**config.mk**
```make
export PLATFORM = sky130hd
export DESIGN_NAME = histogram_peak_scan
export DESIGN_NICKNAME = d
export VERILOG_FILES = /design/src/rtl/histogram_peak_scan.sv
export SDC_FILE = /design/constraint.sdc
export NUM_CORES = 1
export LEC_CHECK = 0
export ABC_CLOCK_PERIOD_IN_PS = 4500
export BUFFER_PORTS_ARGS = -buffer_cell sky130_fd_sc_hd__buf_2
export CORE_UTILIZATION = 60
export DETAILED_ROUTE_END_ITERATION = 10
export HOLD_SLACK_MARGIN = 0.02
export PLACE_DENSITY = 0.85
export SLEW_MARGIN = 25
export SYNTH_ARGS = -nofsm -noshare
export SYNTH_HDL_FRONTEND = slang
export SYNTH_SLANG_ARGS = --single-unit
```
**constraint.sdc**
```tcl
create_clock -name clock -period 4.5 [get_ports clock]
set_input_delay 0.9 -clock clock [delete_from_list [all_inputs] [get_ports clock]]
set_output_delay 0.9 -clock clock [all_outputs]
set_load 0.02 [all_outputs]
```
**src/rtl/histogram_peak_scan.sv**
```systemverilog
// rtl/histogram_peak_scan.sv - sweeps a histogram read port, reports peak bin, total and occupancy
// Optional macro HIST_THRESH_EN adds thresh input and above_bins count.
module histogram_peak_scan #(
  parameter int DSIZE = 10,
  parameter int SSIZE = 32,
  parameter int RANGE = 20,
  parameter int LAT   = 2
) (
  input  logic                   clock,
  input  logic                   rst_n,
  input  logic                   start,
  output logic                   get_summary,
  output logic [DSIZE-1:0]       index,
  input  logic [SSIZE-1:0]       summary,
  output logic                   busy,
  output logic                   done,
  output logic [DSIZE-1:0]       peak_index,
  output logic [SSIZE-1:0]       peak_value,
  output logic [SSIZE+DSIZE-1:0] total,
  output logic [DSIZE:0]         nonzero_bins
`ifdef HIST_THRESH_EN
  ,
  input  logic [SSIZE-1:0]       thresh,
  output logic [DSIZE:0]         above_bins
`endif
);

  typedef enum logic [1:0] {IDLE, ISSUE, DRAIN, REPORT} state_t;
  localparam logic [DSIZE-1:0] LAST = DSIZE'(RANGE - 1);

  state_t                 state, state_next;
  logic [LAT-1:0]         tag_valid;
  logic [DSIZE-1:0]       tag_idx [LAT];
  logic                   cap_valid, cap_last, accept, pend;
  logic                   get_summary_next, busy_next, done_next;
  logic [DSIZE-1:0]       index_next;
  logic [DSIZE-1:0]       max_idx;
  logic [SSIZE-1:0]       max_val;
  logic [SSIZE+DSIZE-1:0] total_acc;
  logic [DSIZE:0]         nz_acc;

  assign cap_valid = tag_valid[LAT-1];
  assign cap_last  = cap_valid && (tag_idx[LAT-1] == LAST);
  assign accept    = (state == IDLE) && start;

  always_ff @(posedge clock or negedge rst_n) begin
    if (!rst_n) state <= IDLE;
    else        state <= state_next;
  end

  always_comb begin
    state_next = state;
    case (state)
      IDLE:    if (start) state_next = ISSUE;
      ISSUE:   if (index == LAST) state_next = DRAIN;
      DRAIN:   if (cap_last) state_next = REPORT;
      REPORT:  state_next = IDLE;
      default: state_next = IDLE;
    endcase
  end

  // Read enable drops once the last tag will sit in the output stage next cycle;
  // its summary is already in flight inside data_statistics by then.
  always_comb begin
    pend = 1'b0;
    for (int i = 0; i < LAT - 2; i++) pend = pend | tag_valid[i];
    get_summary_next = get_summary;
    busy_next        = busy;
    done_next        = 1'b0;
    index_next       = index;
    case (state)
      IDLE: if (start) begin
        get_summary_next = 1'b1;
        busy_next        = 1'b1;
        index_next       = '0;
      end
      ISSUE:   if (index != LAST) index_next = index + 1'b1;
      DRAIN:   if (!pend) get_summary_next = 1'b0;
      REPORT: begin
        busy_next = 1'b0;
        done_next = 1'b1;
      end
      default: ;
    endcase
  end

  always_ff @(posedge clock or negedge rst_n) begin
    if (!rst_n) begin
      get_summary  <= 1'b0;
      busy         <= 1'b0;
      done         <= 1'b0;
      index        <= '0;
      tag_valid    <= '0;
      for (int i = 0; i < LAT; i++) tag_idx[i] <= '0;
      max_idx      <= '0;
      max_val      <= '0;
      total_acc    <= '0;
      nz_acc       <= '0;
      peak_index   <= '0;
      peak_value   <= '0;
      total        <= '0;
      nonzero_bins <= '0;
    end else begin
      get_summary <= get_summary_next;
      busy        <= busy_next;
      done        <= done_next;
      index       <= index_next;
      tag_valid[0] <= (state == ISSUE);
      tag_idx[0]   <= index;
      for (int i = 1; i < LAT; i++) begin
        tag_valid[i] <= tag_valid[i-1];
        tag_idx[i]   <= tag_idx[i-1];
      end
      if (accept) begin
        max_idx   <= '0;
        max_val   <= '0;
        total_acc <= '0;
        nz_acc    <= '0;
      end else if (cap_valid) begin
        total_acc <= total_acc + {{DSIZE{1'b0}}, summary};
        nz_acc    <= nz_acc + {{DSIZE{1'b0}}, |summary};
        if (summary > max_val) begin
          max_val <= summary;
          max_idx <= tag_idx[LAT-1];
        end
      end
      if (state == REPORT) begin
        peak_index   <= max_idx;
        peak_value   <= max_val;
        total        <= total_acc;
        nonzero_bins <= nz_acc;
      end
    end
  end

`ifdef HIST_THRESH_EN
  logic [SSIZE-1:0] thresh_q;
  logic [DSIZE:0]   above_acc;

  always_ff @(posedge clock or negedge rst_n) begin
    if (!rst_n) begin
      thresh_q   <= '0;
      above_acc  <= '0;
      above_bins <= '0;
    end else begin
      if (accept) begin
        thresh_q  <= thresh;
        above_acc <= '0;
      end else if (cap_valid) begin
        above_acc <= above_acc + {{DSIZE{1'b0}}, (summary >= thresh_q)};
      end
      if (state == REPORT) above_bins <= above_acc;
    end
  end
`endif

endmodule

```
==> results.py, run 1 <==
metrics = {
    "clock_network": {
        "cts.sinks": 227,
        "tritoncts": "built",
        "numCtsBuffers": 24,
        "htree_num_levels": 1,
        "cts_resized": 0,
        "clk_transition_reported_paths_ns": 0.07,
        "clock-root-buffer": "clkbuf_16",
        "cts_hold_buf": 0,
        "cts_buffer_depth": 3,
        "postCtsSetupRepairBufs": 0,
        "clock_latency_ns": 0.53,
    },
    "yosys": {
        "synth_cells": 1096,
        "ys_warn_count": 0,
        "ys_seq_area_share_pct": 48.8,
        "syn_area_sq_um": 11600,
        "synth_edf_count": 0,
        "synth_nets": 1203,
        "synth_ff_type": "dfrtp_1",
        "syn_avg_cell_area_sq_um": 10.6,
        "ys_async_sr_fraction_pct": 100,
        "synth.distinct_cells": 64,
        "synth.ff_latch_count": 227,
    },
    "routing": {
        "avgRoutedWirePerCell_microns": 18.7,
        "drc": 0,
        "viasPerCell": 6.13,
        "finalWirelength_microns": 28000,
        "vias": 9172,
        "drt_iter0_drc": 572,
        "drtPass1Iterations": 7,
        "ant_nets": 0,
    },
    "global_routing": {
        "grt_use_total_pct": 28.4,
        "grt-ovfl-total": 0,
        "grt_max_degree": 101,
        "antenna_found_initial": 0,
        "grt_pass1_vias": 8897,
        "grt_first_pass_wirelength_microns": 45400,
    },
    "setup_path": {
        "cpMaxStageDelayCell": "o21ai_0",
        "crit_chain": "buf_2 > ha_1 > fa_1 > a211o_1 > a21oi_4 > o41ai_4 > o21ai_2 > a221oi_4 > o21ai_0 > nor4b_1 > nor3_1",
        "cp.required_ns": 4.91,
        "critPathMaxStageDelay_ns": 0.49,
        "startpoint_type": "input pin",
        "crit_type": "in -> reg",
        "cp_data_arrival_time_ns": 3.64,
        "cp_max_fo": 5,
        "end_kind": "flip-flop",
    },
    "floorplanning": {
        "start_util_pct": 61.6,
        "die_x_microns": 141,
        "ios": 143,
        "coreArea_sq_um": 18900,
        "die_area_sq_um": 20000,
        "die_h_microns": 141,
        "std_cell_rows": 50,
    },
    "timing": {
        "rsz0062_at_grt": "false",
        "setup_viol": 0,
        "drv_slew": 0,
        "final.setup.tns_ns": 0,
        "hold_viol_final": 0,
        "tightest_slew_ns": 1.01,
        "fmax_mhz": 309,
        "finalCriticalPeriod_ns": 3.24,
        "slew_headroom_pct": 32.6,
        "post-route-period-util_pct": 71.9,
        "finalClockSkew_ns": 0.0158,
    },
    "finish": {
        "syn2layout_area_growth_pct": 15.8,
        "diodes": 0,
        "finish.utilization_pct": 71.4,
        "drive_gt1_share_pct": 25.5,
        "nets": 1326,
    },
    "place": {
        "gp_congestion": 0.883,
        "io_buffers": 142,
        "hpwl_microns": 19000,
    },
    "pwr": {
        "power.leakage_uw": 0.00652,
        "ir_drop_mv": 0.479,
        "seqPwrFrac_pct": 33.0,
        "p_per_area_nw_per_um2": 734,
        "swShare_pct": 40.4,
        "power_frac_clock_pct": 22.1,
        "switching_power_uw": 4000,
        "p_comb_share_pct": 44.9,
        "power.internal_uw": 5910,
    },
    "job": {
        "cap_violations": 0,
    },
    "run_status": {
        "outcome": "completed",
    },
    "min_path": {
        "hold_path.class": "reg -> reg",
    },
}
## layout make-up
class,instances,area [sq um]
Timing Repair Buffer,152,821
Fill cell,1373,5410
Multi-Input combinational cell,766,5590
Tap cell,260,325
Sequential cell,227,5680
Inverter,48,180
Clock inverter,13,223
Clock buffer,31,667
## placed cells by master, fill, tap and decap left out, drive strengths merged, types with 12 or more instances in the layout
cell    count
a21o       27
a21oi     101
buf       152
clkbuf     31
dfrtp     227
ha         71
inv        49
mux2       98
mux2i      21
nand2      61
nand3      61
nand4      20
nor2       53
nor3       18
nor4       12
o21ai      86
xnor2      13
xor2       17
## layer usage
metal  track usage, %  part of all wire (%)
met2             46.4                    47
met5                0                     0
met1             39.9                    44
met4             8.87                   2.3
met3             3.64                   7.1
## synth_stat cells (2+ instances only)
master | n | area [sq um]
and3_1 | 8 | 50.1
o21ai_1 | 3 | 15.0
clkbuf_1 | 47 | 176
nor3_1 | 18 | 90.1
mux2i_1 | 21 | 210
o21ai_0 | 82 | 410
a22o_1 | 3 | 26.3
and3_2 | 2 | 15.0
o211ai_1 | 4 | 30.0
nor2b_1 | 2 | 12.5
a211o_1 | 3 | 26.3
nand3b_1 | 3 | 22.5
o31ai_1 | 2 | 15.0
a31o_2 | 2 | 17.5
a31oi_1 | 4 | 25.0
ha_1 | 71 | 888
nand2_1 | 61 | 229
dfrtp_1 | 227 | 5680
xnor2_1 | 13 | 114
nand3_1 | 60 | 300
or2_2 | 3 | 18.8
nand2b_1 | 4 | 25.0
or3_1 | 11 | 68.8
a21o_1 | 27 | 203
buf_4 | 5 | 37.5
o22ai_1 | 2 | 12.5
mux2_2 | 98 | 1100
nor4_1 | 12 | 75.1
inv_1 | 48 | 180
a32oi_1 | 4 | 35.0
nand4_1 | 20 | 125
o211ai_2 | 3 | 37.5
o21a_1 | 10 | 75.1
nor2_1 | 53 | 199
a21oi_1 | 100 | 500
nor4b_1 | 4 | 35.0
a221o_1 | 2 | 20.0
xor2_1 | 17 | 149
nand4b_1 | 5 | 43.8
a211oi_1 | 8 | 60.1
## registers in the layout (all words and copies together), names as in the netlist
name,flops
peak_index,10
index,10
tag_valid,2
state,2
max_val,32
done,1
total,42
total_acc,42
nz_acc,11
get_summary,1
busy,1
tag_idx,20
max_idx,10
nonzero_bins,11
peak_value,32
## power by group through the flow
stage               clock network [uW]  registers (uW)  logic (uW)
CTS                               2230            3260        4430
floorplan                            0            3530        2920
global route                      2290            3340        4850
finish                            2190            3270        4450
global placement                     0            3250        4230
detailed placement                   0            3290        4380
## cells by family after synthesis
family / synth area share, %
AOI/OAI and AO/OA: 14.5
xor gates and xnor gates: 2.26
adders and majority gates: 7.80
buffers and inverters: 3.60
DFF: 48.8
muxes: 11.3
and+or+nand+nor: 11.7
## critical path: cells and delay by family
| kind | cells | cell delay, ns |
|---|---|---|
| AOI/OAI and AO/OA | 6 | 1.55 |
| adders and majority gates | 2 | 0.66 |
| buffers and inverters | 1 | 0.13 |
| and+or+nand+nor | 2 | 0.40 |
## per-stage QoR
stage          hold WS, ns  setup slack [ns]  cells  cell area, sq um  total power (uW)
3_5_place_dp         0.335             0.829   1453             12600              7670
5_1_grt              0.350              1.18   1497             13500             10500
3_3_place_gp         0.332             0.898   1453             12600              7480
6_report             0.349              1.26   1497             13500              9910
2_1_floorplan        0.331              1.33   1096             11600              6450
4_1_cts              0.349              1.33   1497             13500              9910
## path summary, 6_finish.rpt
| check | slack [ns] | cells after the start | startpoint | endpoint |
|---|---|---|---|---|
| worst max register to register | 1.39 | 10 | total_acc[0] | total_acc[26] |
| worst max-delay path | 1.26 | 11 | summary[0] | total_acc[26] |
| worst min-delay path | 0.35 | 0 | tag_idx[18] | tag_idx[8] |
| max in group asynchronous | 3.08 | 2 | rst_n | nz_acc[0] |
| min in group asynchronous | 0.39 | 1 | rst_n | total[4] |
| worst min register to register | 0.35 | 0 | tag_idx[18] | tag_idx[8] |
No activity file was read; power rests on OpenSTA's default activity.
==> inputs of run 2 (changes only) <==
--- a/config.mk
+++ b/config.mk
@@ -5,12 +5,12 @@
 export SDC_FILE = /design/constraint.sdc
 export NUM_CORES = 1
 export LEC_CHECK = 0
-export ABC_CLOCK_PERIOD_IN_PS = 4500
+export ABC_CLOCK_PERIOD_IN_PS = 3000
 export BUFFER_PORTS_ARGS = -buffer_cell sky130_fd_sc_hd__buf_2
-export CORE_UTILIZATION = 60
+export CORE_UTILIZATION = 59
 export DETAILED_ROUTE_END_ITERATION = 10
 export HOLD_SLACK_MARGIN = 0.02
-export PLACE_DENSITY = 0.85
+export PLACE_DENSITY = 0.84
 export SLEW_MARGIN = 25
 export SYNTH_ARGS = -nofsm -noshare
 export SYNTH_HDL_FRONTEND = slang
==> constraint.sdc (replaced) <==
create_clock -name clock -period 3 [get_ports clock]
set_input_delay 0.6 -clock clock [delete_from_list [all_inputs] [get_ports clock]]
set_output_delay 0.6 -clock clock [all_outputs]
set_load 0.02 [all_outputs]
==> run 2 against run 1 <==
  * Die area grew 1.7%
  * Total power grew 52%
  * Global-route usage grew 0.86 points
==> results.py, run 2 (synthesized netlist as in run 1, its figures left out) <==
metrics = {
    "run_status": {
        "outcome": "completed",
    },
    "routing": {
        "viasPerCell": 6.06,
        "avgRoutedWirePerCell_microns": 19.1,
        "drc": 0,
        "drtPass1Iterations": 5,
        "ant_nets": 0,
        "finalWirelength_microns": 29700,
        "vias": 9414,
        "drt_iter0_drc": 744,
    },
    "finish": {
        "multi_input_area_sq_um": 5600,
        "fin_cells": 1553,
        "fin_area_sq_um": 13800,
        "nets": 1380,
        "syn2layout_area_growth_pct": 18.8,
        "finish.utilization_pct": 71.3,
        "diodes": 0,
        "seqCellArea_sq_um": 5680,
        "drive_gt1_share_pct": 28.4,
        "final_common_cell": "dfrtp_1",
        "fill_cells": 1467,
        "final_cell_mix": "dfrtp_1, buf_2, a21oi_1",
        "largestRegisters": "total x42, total_acc x42",
    },
    "global_routing": {
        "grt_use_met3_pct": 4.14,
        "grt_use_total_pct": 29.3,
        "grt_first_pass_wirelength_microns": 47000,
        "grt-ovfl-total": 0,
        "antenna_found_initial": 0,
        "gr-max-usage-layer": "met2",
        "grt_max_degree": 94,
        "globalRouteMet1Util_pct": 40.5,
        "grt_pass1_vias": 9188,
        "grt_util_met2_pct": 47.4,
    },
    "clock_network": {
        "clock-root-buffer": "clkbuf_16",
        "clk_transition_reported_paths_ns": 0.06,
        "cts_buffer_depth": 3,
        "cts.sinks": 227,
        "tritoncts": "built",
        "clock_latency_ns": 0.52,
        "htree_num_levels": 1,
        "numCtsBuffers": 24,
    },
    "pwr": {
        "power.leakage_uw": 0.00676,
        "ir_drop_mv": 0.559,
        "p_per_area_nw_per_um2": 1090,
    },
    "timing": {
        "tightest_slew_ns": 0.770,
        "rsz0062_at_grt": "false",
        "fmax_mhz": 352,
        "slew_headroom_pct": 48.6,
        "worst_slack_ns": 0.161,
        "finalCriticalPeriod_ns": 2.84,
        "finalClockSkew_ns": 0.0136,
        "hold_viol_final": 0,
        "drv_slew": 0,
        "setup_viol": 0,
        "post-route-period-util_pct": 94.6,
    },
    "place": {
        "placed_area_sq_um": 13100,
        "io_buffers": 142,
        "hpwl_microns": 20400,
        "place_ws_ns": -0.142,
        "placedCellCount": 1512,
        "gp_congestion": 0.920,
    },
    "setup_path": {
        "crit_path_start": "total_acc[0]",
        "crit_type": "reg -> reg",
        "cp_data_arrival_time_ns": 3.23,
        "cp_max_fo": 5,
        "cp.required_ns": 3.39,
        "startpoint_type": "flip-flop",
        "end_kind": "flip-flop",
        "timing.rr.start": "total_acc[0]",
    },
    "floorplanning": {
        "die_x_microns": 142,
        "start_util_pct": 60.0,
        "die_area_sq_um": 20300,
        "die_h_microns": 142,
        "std_cell_rows": 51,
        "ios": 143,
        "coreArea_sq_um": 19400,
    },
    "job": {
        "cap_violations": 0,
    },
    "min_path": {
        "hold_path.class": "in -> async",
    },
}
==> run 2: cell count changes in the layout (fill, tap and decap cells not counted), sizes merged <==
cell | previous run | this run
clkbuf | 31 | 35
clkinv | 3 | 4
inv | 49 | 48
bufinv | 5 | 1
clkinvlp | 4 | 1
buf | 152 | 206
==> run 2: where the power goes <==
part | internal, uW | switching [uW]
Sequential | 4120 | 828
Combinational | 3060 | 4120
Clock | 1720 | 1190
Total | 8900 | 6140
==> run 2: final cells by class <==
| cell class | instances | share of cell area (%) |
|---|---|---|
| Sequential cell | 227 | 41.1 |
| Clock buffer | 35 | 5.15 |
| Multi-Input combinational cell | 766 | 40.5 |
| Clock inverter | 6 | 0.416 |
| Timing Repair Buffer | 206 | 9.22 |
| Tap cell | 265 | 2.40 |
| Inverter | 48 | 1.30 |
==> run 2: repair_timing <==
action	4_1_cts	5_1_grt
gates resized for setup	0	2
buffers inserted	0	0
endpoints found under the setup margin	0	4
hold buffers	0	0
==> run 2: final timing paths <==
check                                  to  slack, ns  cells after the start
hold / removal             peak_value[27]       0.05                      1
hold reg to reg              tag_valid[1]       0.34                      0
max in group asynchronous        state[1]       2.14                      2
min in group clock           tag_valid[1]       0.34                      0
setup reg to reg            total_acc[26]       0.16                     10
setup / recovery            total_acc[26]       0.16                     10
==> run 2: metrics by stage <==
stage | hold WS, ns | power (uW) | TNS (ns)
detailed placement | 0.335 | 12000 | -4.19
CTS | 0.107 | 15000 | 0
global placement | 0.332 | 11700 | -0.668
floorplan | 0.304 | 9670 | 0
finish | 0.0534 | 15000 | 0
global route | 0.119 | 15900 | 0
==> run 2: per-layer routing <==
| layer | share of wire, % | vias up |
|---|---|---|
| met5 | 0 | - |
| met4 | 2.7 | 0 |
| met3 | 6.6 | 67 |
| met2 | 47 | 370 |
| met1 | 44 | 4657 |
| li1 | - | 4320 |
==> run 2: critical path, stage by stage, from the launching register on <==
cell and delay (ns):
dfrtp_1 0.39, ha_1 0.21, fa_1 0.43, a211o_1 0.37, a21oi_4 0.18, o41ai_4 0.10, o21ai_2 0.22, a221oi_4 0.12
o21ai_0 0.27, nor4b_1 0.31, nor3_1 0.09
==> inputs of run 3 (changes only) <==
--- a/config.mk
+++ b/config.mk
@@ -5,12 +5,12 @@
 export SDC_FILE = /design/constraint.sdc
 export NUM_CORES = 1
 export LEC_CHECK = 0
-export ABC_CLOCK_PERIOD_IN_PS = 3000
+export ABC_CLOCK_PERIOD_IN_PS = 3400
 export BUFFER_PORTS_ARGS = -buffer_cell sky130_fd_sc_hd__buf_2
-export CORE_UTILIZATION = 59
+export CORE_UTILIZATION = 60
 export DETAILED_ROUTE_END_ITERATION = 10
 export HOLD_SLACK_MARGIN = 0.02
-export PLACE_DENSITY = 0.84
+export PLACE_DENSITY = 0.85
 export SLEW_MARGIN = 25
 export SYNTH_ARGS = -nofsm -noshare
 export SYNTH_HDL_FRONTEND = slang
==> constraint.sdc (replaced) <==
create_clock -name clock -period 3.4 [get_ports clock]
set_input_delay 0.68 -clock clock [delete_from_list [all_inputs] [get_ports clock]]
set_output_delay 0.68 -clock clock [all_outputs]
set_load 0.02 [all_outputs]
==> run 3 against run 2 <==
  * First-iteration DRC count decreased by 13%
  * Design area fell by 2.5%
  * Core utilization up 0.10 points
  * Worst hold slack improved by 0.052 ns
  * Critical path depth is the same
  * Total power fell by 14%
  * Die area down 1.6%
  * Via count is 2.0% lower
  * Cell count shrank 2.8%
  * Flip-flop and latch count is the same
  * Critical endpoint is now max_val[8]
==> results.py, run 3 (synthesized netlist as in run 1, its figures left out) <==
metrics = {
    "finish": {
        "final_common_cell": "dfrtp_1",
        "fill_cells": 1357,
        "seqCellArea_sq_um": 5680,
        "syn2layout_area_growth_pct": 15.9,
        "finish.utilization_pct": 71.4,
        "drive_gt1_share_pct": 25.9,
        "final_cell_mix": "dfrtp_1, buf_2, a21oi_1",
        "largestRegisters": "total x42, total_acc x42",
        "nets": 1338,
        "diodes": 0,
        "multi_input_area_sq_um": 5590,
    },
    "timing": {
        "fmax_mhz": 344,
        "finalClockSkew_ns": 0.0117,
        "drv_slew": 0,
        "rsz0062_at_grt": "false",
        "post-route-period-util_pct": 85.6,
        "slew_headroom_pct": 29.8,
        "final.setup.tns_ns": 0,
        "setup_viol": 0,
        "hold_viol_final": 0,
        "tightest_slew_ns": 1.05,
        "finalCriticalPeriod_ns": 2.91,
    },
    "floorplanning": {
        "coreArea_sq_um": 18900,
        "ios": 143,
        "die_h_microns": 141,
        "start_util_pct": 61.6,
        "std_cell_rows": 50,
        "die_area_sq_um": 20000,
        "die_x_microns": 141,
    },
    "pwr": {
        "power_frac_clock_pct": 19.5,
        "power.leakage_uw": 0.00654,
        "seqPwrFrac_pct": 33.6,
        "swShare_pct": 41.3,
        "power.internal_uw": 7590,
        "switching_power_uw": 5340,
        "ir_drop_mv": 0.528,
        "p_per_area_nw_per_um2": 958,
        "p_comb_share_pct": 46.9,
    },
    "place": {
        "io_buffers": 142,
        "gp_congestion": 0.905,
        "hpwl_microns": 19100,
    },
    "routing": {
        "drtPass1Iterations": 5,
        "drt_iter0_drc": 647,
        "ant_nets": 0,
        "drc": 0,
        "avgRoutedWirePerCell_microns": 18.7,
        "finalWirelength_microns": 28200,
        "viasPerCell": 6.11,
        "vias": 9225,
    },
    "job": {
        "cap_violations": 0,
    },
    "setup_path": {
        "end_kind": "flip-flop",
        "crit_type": "reg -> reg",
        "cp_data_arrival_time_ns": 3.34,
        "startpoint_type": "flip-flop",
        "cp_max_fo": 42,
        "cp.required_ns": 3.83,
    },
    "global_routing": {
        "grt_use_total_pct": 29.1,
        "grt_first_pass_wirelength_microns": 46400,
        "grt_max_degree": 94,
        "antenna_found_initial": 0,
        "grt-ovfl-total": 0,
        "grt_pass1_vias": 9211,
    },
    "clock_network": {
        "clock_latency_ns": 0.53,
        "cts_resized": 0,
        "clk_transition_reported_paths_ns": 0.06,
        "cts.sinks": 227,
        "numCtsBuffers": 24,
        "cts_hold_buf": 0,
        "cts_buffer_depth": 3,
        "htree_num_levels": 1,
        "clock-root-buffer": "clkbuf_16",
        "tritoncts": "built",
        "postCtsSetupRepairBufs": 0,
    },
    "run_status": {
        "outcome": "completed",
    },
    "min_path": {
        "hold_path.class": "in -> async",
    },
}
[run 3: changes by cell type in the layout (fill, tap and decap cells not counted), moves of 2 or more]
cell / change
buf_4: -41
buf_12: -2
clkbuf_1: +2
clkinv_2: -2
inv_6: +2
[run 3: power by group through the flow]
stage                     logic, uW  clock network (uW)  registers (uW)
after CTS                      6050                2550            4330
after global placement         5730                   0            4300
after detailed placement       5970                   0            4360
after global routing           6630                2650            4440
after floorplan                3870                   0            4670
final                          6070                2520            4340
[run 3: routing by layer]
layer / vias to the layer above / share of wire [%] / global-route usage, %
li1: 4239 / - / -
met1: 4546 / 43 / 40.2
met2: 376 / 47 / 47.1
met3: 64 / 7.7 / 4.39
met4: 0 / 2.8 / 10.6
met5: - / 0 / 0
[run 3: area by class of cell]
class	count	share of cell area (%)
Clock buffer	36	5.15
Clock inverter	8	0.501
Inverter	48	1.33
Multi-Input combinational cell	766	41.4
Sequential cell	227	42.1
Tap cell	260	2.41
Timing Repair Buffer	164	7.08
[run 3: metrics by stage]
stage	cells	total power (uW)	instance area (sq um)	worst slack (ns)	hold WS (ns)
4_1_cts	1509	12900	13500	0.509	0.152
2_1_floorplan	1096	8530	11600	0.448	0.331
3_3_place_gp	1464	10000	12700	0.178	0.332
5_1_grt	1509	13700	13500	0.289	0.145
6_report	1509	12900	13500	0.490	0.105
3_5_place_dp	1465	10300	12700	0.101	0.336
[run 3: critical path, cell delays in order, from the launching register on]
cell and delay, ns:
dfrtp_1 0.37, inv_1 0.06, ha_1 0.30, nand4_1 0.18, nor3_1 0.52, o21ai_0 0.24
o211ai_1 0.25, a221o_1 0.27, buf_12 0.24, nand3_1 0.13, a21oi_1 0.22
[run 3: final timing paths]
kind,startpoint,endpoint,slack [ns],cells past startpoint
max,max_val[10],max_val[8],0.49,10
min,rst_n,total_acc[1],0.11,1
max reg2reg,max_val[10],max_val[8],0.49,10
min reg2reg,tag_idx[16],tag_idx[6],0.35,0
max in group asynchronous,rst_n,nz_acc[2],2.39,2
min in group clock,tag_idx[16],tag_idx[6],0.35,0
